--- src/rtl/adc_seq_sampler.sv ---
// Multi-channel CONVST/SPI sequencer for an LTC2308-style ADC with a channel-tagged
// first-word-fall-through result FIFO.
module adc_seq_sampler #(
  parameter int NUM_CH      = 8,
  parameter int DATA_W      = 12,
  parameter int CFG_W       = 6,
  parameter int SCLK_DIV    = 2,
  parameter int CONV_CYCLES = 80,
  parameter int FIFO_DEPTH  = 16
) (
  input  logic                          clk_clk,
  input  logic                          reset_reset_n,
  input  logic                          enable,
  input  logic                          continuous,
  input  logic                          trig,
  input  logic [NUM_CH-1:0]             ch_mask,
  output logic                          adc_cs,
  output logic                          adc_sclk,
  output logic                          adc_din,
  input  logic                          adc_dout,
  output logic                          smp_valid,
  input  logic                          smp_ready,
  output logic [DATA_W-1:0]             smp_data,
  output logic [2:0]                    smp_ch,
  output logic [$clog2(FIFO_DEPTH):0]   fifo_level,
  output logic                          overflow,
  input  logic                          overflow_clr,
  output logic                          busy
);
  localparam int AW    = $clog2(FIFO_DEPTH);
  localparam int CNT_W = $clog2(CONV_CYCLES + SCLK_DIV + 1);
  localparam int BIT_W = $clog2(DATA_W);
  localparam int ENT_W = DATA_W + 3;

  typedef enum logic [2:0] {S_IDLE, S_CONV, S_GAP, S_SHIFT, S_TAIL} state_t;

  function automatic logic [2:0] f_lowest(input logic [NUM_CH-1:0] m);
    f_lowest = 3'd0;
    for (int i = NUM_CH - 1; i >= 0; i--)
      if (m[i]) f_lowest = 3'(i);
  endfunction

  function automatic logic f_has_above(input logic [NUM_CH-1:0] m, input logic [2:0] cur);
    f_has_above = 1'b0;
    for (int i = 0; i < NUM_CH; i++)
      if (m[i] && (i > int'(cur))) f_has_above = 1'b1;
  endfunction

  function automatic logic [2:0] f_next(input logic [NUM_CH-1:0] m, input logic [2:0] cur);
    f_next = f_lowest(m);
    for (int i = NUM_CH - 1; i >= 0; i--)
      if (m[i] && (i > int'(cur))) f_next = 3'(i);
  endfunction

  state_t              r_state;
  logic                r_cs, r_sclk, r_din;
  logic                r_primed, r_final, r_cont;
  logic [CNT_W-1:0]    r_cnt;
  logic [BIT_W-1:0]    r_bit;
  logic [2:0]          r_ch, r_prev_ch;
  logic [CFG_W-1:0]    r_cfg_sh;
  logic [DATA_W-1:0]   r_shift;
  logic [CFG_W-1:0]    w_cfg;
  logic                w_start;

  // Single-ended, unipolar, no sleep: {S/D, O/S, S1, S0, UNI, SLP}
  assign w_cfg   = CFG_W'({1'b1, r_ch[0], r_ch[2], r_ch[1], 1'b1, 1'b0});
  assign w_start = reset_reset_n && (r_state == S_IDLE) && (|ch_mask) && enable
                   && (continuous || trig);

  always_ff @(posedge clk_clk) begin
    if (!reset_reset_n) begin
      r_state  <= S_IDLE;
      r_cs     <= 1'b0;
      r_sclk   <= 1'b0;
      r_din    <= 1'b0;
      r_primed <= 1'b0;
      r_final  <= 1'b0;
      r_cont   <= 1'b0;
      r_cnt    <= '0;
      r_bit    <= '0;
    end else begin
      case (r_state)
        S_IDLE: if (w_start) begin
          r_state  <= S_CONV;
          r_cs     <= 1'b1;
          r_cnt    <= '0;
          r_ch     <= f_lowest(ch_mask);
          r_cont   <= continuous;
          r_final  <= 1'b0;
          r_primed <= 1'b0;
        end
        S_CONV: if (r_cnt == CNT_W'(CONV_CYCLES - 1)) begin
          r_state  <= S_GAP;
          r_cs     <= 1'b0;
          r_cnt    <= '0;
          r_din    <= w_cfg[CFG_W-1];
          r_cfg_sh <= {w_cfg[CFG_W-2:0], 1'b0};
        end else begin
          r_cnt <= r_cnt + 1'b1;
        end
        S_GAP: begin
          r_state <= S_SHIFT;
          r_bit   <= '0;
          r_cnt   <= '0;
        end
        // SCLK low phase first; sample on the rise, advance config on the fall
        S_SHIFT: if (r_cnt == CNT_W'(SCLK_DIV - 1)) begin
          r_cnt <= '0;
          if (!r_sclk) begin
            r_sclk  <= 1'b1;
            r_shift <= {r_shift[DATA_W-2:0], adc_dout};
          end else begin
            r_sclk   <= 1'b0;
            r_din    <= r_cfg_sh[CFG_W-1];
            r_cfg_sh <= {r_cfg_sh[CFG_W-2:0], 1'b0};
            if (r_bit == BIT_W'(DATA_W - 1)) r_state <= S_TAIL;
            else                             r_bit   <= r_bit + 1'b1;
          end
        end else begin
          r_cnt <= r_cnt + 1'b1;
        end
        S_TAIL: begin
          r_prev_ch <= r_ch;
          r_ch      <= f_next(ch_mask, r_ch);
          r_primed  <= 1'b1;
          if (!enable || (ch_mask == '0) || (r_cont && !continuous) || (!r_cont && r_final)) begin
            r_state  <= S_IDLE;
            r_primed <= 1'b0;
          end else begin
            r_state <= S_CONV;
            r_cs    <= 1'b1;
            r_cnt   <= '0;
            if (!f_has_above(ch_mask, r_ch)) r_final <= 1'b1;
          end
        end
        default: r_state <= S_IDLE;
      endcase
    end
  end

  assign adc_cs   = r_cs;
  assign adc_sclk = r_sclk;
  assign adc_din  = r_din;
  assign busy     = (r_state != S_IDLE) || w_start;

  // Result FIFO: data written in TAIL belongs to the channel configured one frame earlier
  logic [ENT_W-1:0] r_mem [FIFO_DEPTH];
  logic [AW-1:0]    r_wr, r_rd;
  logic [AW:0]      r_level;
  logic             r_ovf;
  logic             w_push, w_pop, w_full, w_push_ok;
  logic [ENT_W-1:0] w_head;

  assign w_push    = reset_reset_n && (r_state == S_TAIL) && r_primed;
  assign w_full    = (r_level == (AW + 1)'(FIFO_DEPTH));
  assign smp_valid = (r_level != '0);
  assign w_pop     = smp_valid && smp_ready;
  assign w_push_ok = w_push && (!w_full || w_pop);
  assign w_head    = r_mem[r_rd];

  always_ff @(posedge clk_clk) begin
    if (w_push_ok) r_mem[r_wr] <= {r_prev_ch, r_shift};
  end

  always_ff @(posedge clk_clk) begin
    if (!reset_reset_n) begin
      r_wr    <= '0;
      r_rd    <= '0;
      r_level <= '0;
      r_ovf   <= 1'b0;
    end else begin
      if (w_push_ok) r_wr <= r_wr + 1'b1;
      if (w_pop)     r_rd <= r_rd + 1'b1;
      case ({w_push_ok, w_pop})
        2'b10:   r_level <= r_level + 1'b1;
        2'b01:   r_level <= r_level - 1'b1;
        default: r_level <= r_level;
      endcase
      if (w_push && w_full && !w_pop) r_ovf <= 1'b1;
      else if (overflow_clr)          r_ovf <= 1'b0;
    end
  end

  assign smp_data   = smp_valid ? w_head[DATA_W-1:0] : '0;
  assign smp_ch     = smp_valid ? w_head[ENT_W-1:DATA_W] : 3'd0;
  assign fifo_level = r_level;
  assign overflow   = r_ovf;

endmodule

--- config.mk ---
export PLATFORM = sky130hd
export DESIGN_NAME = adc_seq_sampler
export DESIGN_NICKNAME = d
export VERILOG_FILES = /design/src/rtl/adc_seq_sampler.sv
export SDC_FILE = /design/constraint.sdc
export NUM_CORES = 1
export LEC_CHECK = 0
export ABC_CLOCK_PERIOD_IN_PS = 2650
export BUFFER_PORTS_ARGS = -buffer_cell sky130_fd_sc_hd__buf_2
export CORE_MARGIN = 5
export CORE_UTILIZATION = 56
export CTS_CLUSTER_SIZE = 25
export DETAILED_ROUTE_END_ITERATION = 10
export GPL_ROUTABILITY_DRIVEN = 0
export PLACE_DENSITY = 0.75
export SETUP_SLACK_MARGIN = 0.2
export SLEW_MARGIN = 20
export SYNTH_ARGS = -nofsm -noshare
export SYNTH_HDL_FRONTEND = slang
export SYNTH_SLANG_ARGS = --single-unit
--- constraint.sdc ---
create_clock -name clk_clk -period 2.65 [get_ports clk_clk]
set_input_delay 0.265 -clock clk_clk [delete_from_list [all_inputs] [get_ports clk_clk]]
set_output_delay 0.265 -clock clk_clk [all_outputs]
set_load 0.05 [all_outputs]
# ---- Yosys cells after proc, flatten, opt, wreduce, memory -nomap -nowiden
# Memory sizes are Yosys's and may differ from the RTL's. A register that Yosys moved wholly into a read port is not among the register bits.
# Index checks and enable logic that the tools add are counted.
dict set report word_totals {
  reg_bits 58
  ramBits 240
  inputBits 16
  output_inout_bits 26
  elab_cells 176
  mem_count 1
}
dict set report op_classes {
  addsub 6
  n_lt_le_gt_ge 7
  eq_ne 18
  mux 71
  bitwise 1
  n_reduce_logical 55
}
# name words width rd rd_ports_with_merged_regs write_ports line_no
set mem_list {}
lappend mem_list {r_mem 16 15 1 1 1 148} ;# logic [ENT_W-1:0] r_mem [FIFO_DEPTH];
# op n
set ops {}
lappend ops {{3-bit two-way mux} 22}
lappend ops {{7-bit one-hot mux with 5 select lines} 1}
lappend ops {{7-bit two-way mux} 4}
lappend ops {{1-bit two-way mux} 26}
lappend ops {{4-bit two-way mux} 5}
lappend ops {{4-bit AND reduction} 5}
lappend ops {{1-bit logical AND} 19}
lappend ops {{6-bit two-way mux} 3}
lappend ops {{2-bit != test, second input constant} 8}
lappend ops {{3-bit one-hot mux with 5 select lines} 1}
lappend ops {{4-bit by 1-bit adder with 4-bit output, second input constant} 3}
lappend ops {{3-bit > comparator, first input constant} 4}
lappend ops {{12-bit two-way mux} 1}
lappend ops {{6-bit one-hot mux with 2 select lines} 1}
lappend ops {{5-bit one-hot mux with 2 select lines} 1}
lappend ops {{5-bit AND reduction} 2}
lappend ops {{2-bit nonzero test} 5}
lappend ops {{5-bit nonzero test} 2}
lappend ops {{8-bit logical NOT} 1}
lappend ops {{4-bit one-hot mux with 2 select lines} 1}
lappend ops {{2-bit AND reduction} 4}
lappend ops {{8-bit OR reduction} 1}
lappend ops {{7-bit by 1-bit adder with 7-bit output, second input constant} 1}
lappend ops {{7-bit by 1-bit == test with 1-bit output, second input constant} 1}
lappend ops {{other kinds (21)} 36}

# ---- Logic depth before layout (Yosys ltp)
# Gate-level depths: netlist of run 1.
dict set report logic_depth {
  depth_word 16
  depth_mapped 9
}

# ---- Least setup slack after synthesis of run 1
# OpenSTA, ideal clock, no wires.
dict set report synth_timing {
  path_kind {register to register}
  from {reg r_level[0] (netlist: fifo_level[0])}
  to {mem r_mem[3][0] in the netlist's numbering (enable)}
  setup_ns 0.406
  t_arrival_ns 2.624
  slack_ns -0.380
  path_stages_with_launch 5
  n_path_buf 0
  period_less_slack_ns 3.030
  cell_sequence {dfxtp_1 -> nor4_4 -> a211oi_4 -> nand2_1 -> nor3_1}
}
dict set report synth_between {
  elab_chain_len 6
}
# item line_no
set synth_rtl {}
lappend synth_rtl {{start, declared} 150} ;# logic [AW:0] r_level;
lappend synth_rtl {{start signal, assigned} 176} ;# 2'b10: r_level <= r_level + 1'b1;
lappend synth_rtl {{start signal, assigned} 177} ;# 2'b01: r_level <= r_level - 1'b1;
lappend synth_rtl {{start signal, assigned} 178} ;# default: r_level <= r_level;
lappend synth_rtl {{5-bit == test or 5-bit nonzero test (tied branches)} {156, 157}}
lappend synth_rtl {{1-bit logical NOT or 1-bit logical AND (tied branches)} {159, 158}}
lappend synth_rtl {{1-bit logical OR (*)} 159} ;# assign w_push_ok = w_push && (!w_full || w_pop);
lappend synth_rtl {{1-bit logical AND (*)} 159}
lappend synth_rtl {{1-bit two-way mux (*)} 163} ;# if (w_push_ok) r_mem[r_wr] <= {r_prev_ch, r_shift};
lappend synth_rtl {{1-bit two-way mux (implied by the code) (*)} 163}
lappend synth_rtl {{end, declared} 148}
# Mark *: on every way between the ends. The rest lies on a longest branch, timed or not.

==> results of run 1 <==
## what timing repair did
item | CTS | global route
setup endpoints to repair | 15 | 15
pin swaps | 4 | 2
setup buffers | 7 | 2
resized for setup | 47 | 10
hold buffers | 2 | 0
gates cloned | 3 | 2
endpoints found under the hold margin | 2 | 0
## final timing paths
path / end / slack [ns] / depth (start not counted)
setup / recovery: smp_data[9] / 0.07 / 7
hold / removal: r_cont$_SDFFE_PN0P_ / 0.02 / 3
setup reg to reg: fifo_level[4]$_SDFFE_PN0P_ / 0.37 / 9
hold reg to reg: overflow$_SDFFE_PN0P_ / 0.47 / 2
## worst min-delay path, cell delays in order
cell     delay (ns)
buf_2          0.11
mux2i_1        0.07
nor2_1         0.08
## cell usage after synthesis (3+ instances only)
cell type  instances  area [µm²]
edfxtp_1         262        7868
mux4_2            60        1351
nor2_1            47       176.4
dfxtp_1           38       760.7
mux2i_1           38       380.4
nand2_1           24       90.09
a21oi_1           23       115.1
clkbuf_1          18       67.56
o22ai_1           17       106.4
inv_1             13       48.80
nand3_1           12       60.06
ha_1              11       137.6
buf_2             10       50.05
nand2b_1           8       50.05
nor3_1             8       40.04
a31oi_1            7       43.79
o21ai_0            7       35.03
xor2_1             7       61.31
xnor2_1            6       52.55
nor2b_1            5       31.28
a21o_1             4       30.03
buf_1              4       15.01
nor4b_1            4       35.03
a21bo_2            3       30.03
and2_1             3       18.77
and3_1             3       18.77
mux2_2             3       33.78
nand4_1            3       18.77
or3_1              3       18.77
or4_1              3       22.52
## area by class of cell
type	count	area [µm²]
Clock buffer	32	737.0
Clock inverter	22	245.2
Fill cell	1372	7049
Inverter	13	48.80
Multi-Input combinational cell	348	3596
Sequential cell	300	8648
Tap cell	280	350.3
Timing Repair Buffer	99	945.9
## layer usage
layer / track usage, % / wire length (µm)
met5: 0 / 0
met3: 3.134 / 1648
met1: 29.24 / 10460
met2: 37.09 / 13480
met4: 4.711 / 325
## logic make-up after synthesis
| family | Yosys count | share of synthesized area (%) |
|---|---|---|
| buffers and inverters | 46 | 1.552 |
| XOR/XNOR | 13 | 0.9355 |
| flip-flops | 300 | 70.89 |
| multiplexers | 102 | 14.69 |
| adder cells (fa/ha/maj) | 12 | 1.295 |
| AO/OA/AOI/OAI | 86 | 4.873 |
| AND/OR/NAND/NOR | 135 | 5.767 |
## state kept, by name, summed over array words and instances, names as in the netlist, named ones only
register and count:
adc_cs 1, adc_din 1, adc_sclk 1, fifo_level 5, overflow 1, r_bit 4, r_cfg_sh 4, r_ch 3
r_cnt 7, r_cont 1, r_final 1, r_mem 240, r_prev_ch 3, r_primed 1, r_rd 4, r_shift 12
r_state 3, r_wr 4
## report_power, final
group / total, mW / leakage (nW) / internal (mW) / switching, mW
logic: 2.27 / 1.62 / 0.940 / 1.33
clock network: 4.20 / 0.477 / 2.50 / 1.71
registers: 5.16 / 2.67 / 5.11 / 0.0517
total: 11.6 / 4.77 / 8.55 / 3.08
## stage by stage
step | TNS [ns] | setup WS (ns) | area [µm²] | hold slack, ns | power, mW
floorplan | 0 | 0.2213 | 12340 | 0.3639 | 6.706
global placement | 0 | 0.4773 | 13120 | 0.4429 | 7.120
finish | 0 | 0.06533 | 14570 | 0.01725 | 11.63
CTS | 0 | 0.06812 | 14470 | 0.004555 | 11.63
detailed placement | 0 | 0.3651 | 13120 | 0.4436 | 7.160
global route | -0.03000 | -0.02263 | 14570 | 0.02249 | 12.05
==> impl_metrics.ini, run 1 <==
[status]
status = finished, final reports clean

[worst_setup_path]
critPathTopFamily = multiplexers
critPathLaunchType = flop
slowest_stage = mux4_2
cpPeakStageDelay_ns = 0.53
critPathBufInv = 4
cp.required_ns = 2.38
path_common_cell = buf_12
worstPathCellList = buf_12 > buf_12 > buf_16 > mux4_2 > mux2i_2 > o22ai_2 > buf_6
endpoint_kind = output pin
critPathMaxFanout = 8
crit_arrival_ns = 2.32
path_class = flop to output pin
reg2reg_from = fifo_level[3]$_SDFFE_PN0P_

[clock_tree]
clk_pin_slew_ns = 0.06
h-tree-depth = 1
cts_buffers = 29
cts_tree = done
insertion_delay_ns = 0.55
clockBufferDepth = 3
cts.sinks = 300
clockRootBuffer = clkbuf_16

[sta]
fin_crit_sh_pct = 97.53
clock_skew_ns = 0.02388
hold_viol = 0
period_minus_slack_ns = 2.585
final_max_slew_viol_count = 0
rsz0062_at_grt = true
tightest_slew_ns = 0.5641
slew_headroom_pct = 62.39
max_freq_mhz = 386.9
finalSetupViolations = 0

[cells_and_area]
diodes = 0
drive_above_1_share_pct = 32.43
layout_commonest_cell = edfxtp_1
final_cell_mix = edfxtp_1 (262), mux4_2 (60), nor2_1 (47), buf_4 (45), clkbuf_16 (31)
finalNonFillerCells = 1094
nNetsFinal = 819
area_growth_pct = 19.72
final_util_pct = 67.40

[floorplanning]
die_width_um = 157.4
num_io_pins = 42
fp.dieH_um = 157.4
die-area_um2 = 24780
row_count = 54
initial_core_util_pct = 56.30
fp.coreArea_um2 = 21620

[drt]
postRouteAntennaNets = 0
vias_per_cell = 6.158
drt_iter0_markers = 583
firstDrtPassIters = 5
drc_errors = 0
wl_per_cell_um = 23.69
via_count = 6737
routed_wl_um = 25920

[global_routing]
grt_pass1_wl_um = 40330
overflow = 0
first_global_vias = 7014
grt_max_degree = 61
gr-usage-all-layers_pct = 21.40
antenna_found_initial = 0

[logic_synthesis]
yosysSeqAreaShare_pct = 70.89
ys_ff_latch = 300
yosysWarnings = 0
synth_top_flop_cell = edfxtp_1
syn-num-nets = 722
synth.distinct_cells = 64
synthArstFlopShare_pct = 0
synth_area_um2 = 12170
synth_edf_count = 262
synth_cells = 694
avgSynthCellArea_um2 = 17.54

[placement]
dp_cells = 1024
dp_hpwl_um = 15280
port_buffers = 41

[hold_path]
min-delay-start = continuous
hold_class = input port to flop

[power]
vdd_drop_max_mv = 0.4837
p_leak_nw = 4.766
p_per_area_nw_per_um2 = 798.1

[flow_run]
maxCapViolCount = 0
(Power assumes the default switching activity.)
==> run 2, diff against run 1 <==
Settings changed: ABC_AREA set to 1, SKIP_CTS_REPAIR_TIMING set to 1.
==> impl_metrics.ini, run 2 <==
[drt]
firstDrtPassIters = 6
postRouteAntennaNets = 0
wl_per_cell_um = 23.10
drt_iter0_markers = 1013
vias_per_cell = 6.219
routed_wl_um = 33280
drc_errors = 0
via_count = 8962

[power]
p_leak_nw = 5.270
vdd_drop_max_mv = 0.9254
p_per_area_nw_per_um2 = 1015

[clock_tree]
cts.sinks = 300
clockBufferDepth = 3
insertion_delay_ns = 0.56
clockRootBuffer = clkbuf_16
cts_buffers = 29
h-tree-depth = 1
clk_pin_slew_ns = 0.06
cts_tree = done

[cells_and_area]
diodes = 0
largest_register_ffs = 240
max_flop_register = r_mem
area_growth_pct = 20.41
final_util_pct = 68.09
drive_above_1_share_pct = 18.86
num-fill-cells = 1512
layout_commonest_cell = edfxtp_1
reg_top3 = r_mem x240, r_shift x12, r_cnt x7
final_cell_mix = edfxtp_1 (262), nor2_1 (181), o21ai_0 (136), nand2_1 (87), inv_1 (52)
nNetsFinal = 1166
finalNonFillerCells = 1441

[logic_synthesis]
synth.distinct_cells = 39
yosysTopAreaCellShare_pct = 63.95
yosys.area.top_type = edfxtp_1
ys_ff_latch = 300
synth.area.top_cells = edfxtp_1 (64%), dfxtp_1 (6.2%), o21ai_0 (6.0%), nor2_1 (5.6%), o221ai_1 (3.3%)
synth_top_flop_cell = edfxtp_1
avgSynthCellArea_um2 = 11.81
synth_commonest_cells = edfxtp_1 (262), nor2_1 (182), o21ai_0 (147)
syn-num-nets = 1070
yosysSeqAreaShare_pct = 70.13
synth_edf_count = 262
yosysMostFrequentCell = edfxtp_1
yosysWarnings = 0
synthArstFlopShare_pct = 0
synth_cells = 1042
synth_area_um2 = 12300

[floorplanning]
num_io_pins = 42
initial_core_util_pct = 56.55
fp.coreArea_um2 = 21760
die_width_um = 158.2
fp.dieH_um = 158.2
row_count = 54
die-area_um2 = 25030

[sta]
hold_slack_ns = 0.005173
clock_skew_ns = 0.01769
rsz0062_at_grt = true
fin_crit_sh_pct = 99.49
final_max_slew_viol_count = 0
finalSetupViolations = 0
fin_ws_ns = 0.01363
max_freq_mhz = 379.3
slew_headroom_pct = 52.95
period_minus_slack_ns = 2.636
hold_viol = 0
tightest_slew_ns = 0.7049

[worst_setup_path]
cpPeakStageDelay_ns = 0.38
endpoint_kind = output pin
slowest_stage = dfxtp_4
rr_endpoint = fifo_level[4]$_SDFFE_PN0P_
critPathMaxFanout = 8
reg2reg_from = r_state[0]$_SDFFE_PN0P_
worst_r2r_path_depth = 13
critPathLaunchType = flop
worstPathCellList = buf_12 > clkinv_16 > buf_16 > o21ai_0 > o221ai_1 > nand3_1 > a21oi_2 > buf_6
r2r_setup_slack_ns = 0.44
cp.required_ns = 2.38
crit_arrival_ns = 2.37
path_class = flop to output pin

[placement]
port_buffers = 41
dp_cells = 1353
pre_cts_slack_ns = 0.4097
dp_hpwl_um = 16850

[hold_path]
hold_class = input port to flop
holdPathEnd = r_cont$_SDFFE_PN0P_
min-delay-start = continuous
min_path_cells = 3

[global_routing]
grt_max_degree = 74
grt_pass1_wl_um = 45220
gr-usage-all-layers_pct = 23.33
first_global_vias = 8321
overflow = 0
antenna_found_initial = 0

[flow_run]
maxCapViolCount = 0

[status]
status = finished, final reports clean
==> run 2: cell types whose count changed after synthesis, moves of 6 or more <==
cell,delta
nand2b_1,-8
a21oi_1,+24
nand2_2,+6
o21ai_0,+140
nor2_1,+135
mux4_2,-60
nand3_1,+27
mux2i_1,-38
inv_1,+43
nand2_1,+64
o221ai_1,+45
clkbuf_1,+26
==> run 2: worst max-delay path: cells and delay by family (launching register included) <==
kind / cells / cell delay, ns
AND/OR/NAND/NOR: 1 / 0.19
flip-flops: 1 / 0.38
AO/OA/AOI/OAI: 3 / 0.65
buffers and inverters: 4 / 0.58
==> run 2: how the worst max path moves through the flow <==
stage                                             to                        from  depth (start not counted)  slack, ns
after global routing                    smp_data[10]                        flop                          9     -0.006
after floorplan           fifo_level[4]$_SDFFE_PN0P_  fifo_level[0]$_SDFFE_PN0P_                         17       0.22
after global placement                   smp_data[0]                        flop                          6       0.47
after detailed placement                 smp_data[7]                        flop                          7       0.41
after CTS                                smp_data[0]                        flop                          6      -0.24
final                                    smp_data[7]                        flop                          8       0.01
==> run 2: final cells by class <==
| class | count | area, µm² | share of cell area [%] |
|---|---|---|---|
| clock inverters | 14 | 140.1 | 0.9459 |
| inverters | 60 | 259.0 | 1.748 |
| flip-flops and latches | 300 | 8642 | 58.34 |
| clock buffers | 40 | 837.1 | 5.650 |
| well taps | 280 | 350.3 | 2.365 |
| repair inverters | 1 | 16.27 | 0.1098 |
| repair buffers | 119 | 1272 | 8.590 |
| multi-input cells | 627 | 3297 | 22.26 |
==> run 2: cell families after synthesis <==
kind of cell | count (synthesis) | share of synthesized area [%]
flops | 300 | 70.13
compound gates | 269 | 12.75
buf+inv | 115 | 3.732
xor+xnor | 5 | 0.3559
simple gates | 341 | 11.75
fa+ha+maj | 12 | 1.281
==> run 2: per-layer routing <==
metal / up-vias / GRT usage, % / wire length [µm]
met3: 116 / 3.144 / 3523
met2: 569 / 37.72 / 15610
met5: - / 0 / 0
met4: 0 / 8.164 / 1570
met1: 4297 / 32.93 / 12570
li1: 3980 / - / -
==> run 2: through the flow <==
| stage | area (µm²) | total power, mW | TNS, ns |
|---|---|---|---|
| after floorplan | 12310 | 8.348 | 0 |
| after global placement | 13040 | 9.360 | 0 |
| after detailed placement | 13040 | 9.420 | 0 |
| after CTS | 14020 | 13.55 | -2.003 |
| after global routing | 14810 | 15.59 | -0.01240 |
| final | 14810 | 15.04 | 0 |
==> run 2: power breakdown <==
group	internal [mW]	total, mW	switching (mW)
Sequential	5.21	5.34	0.136
Combinational	1.95	5.50	3.56
Clock	2.41	4.19	1.77
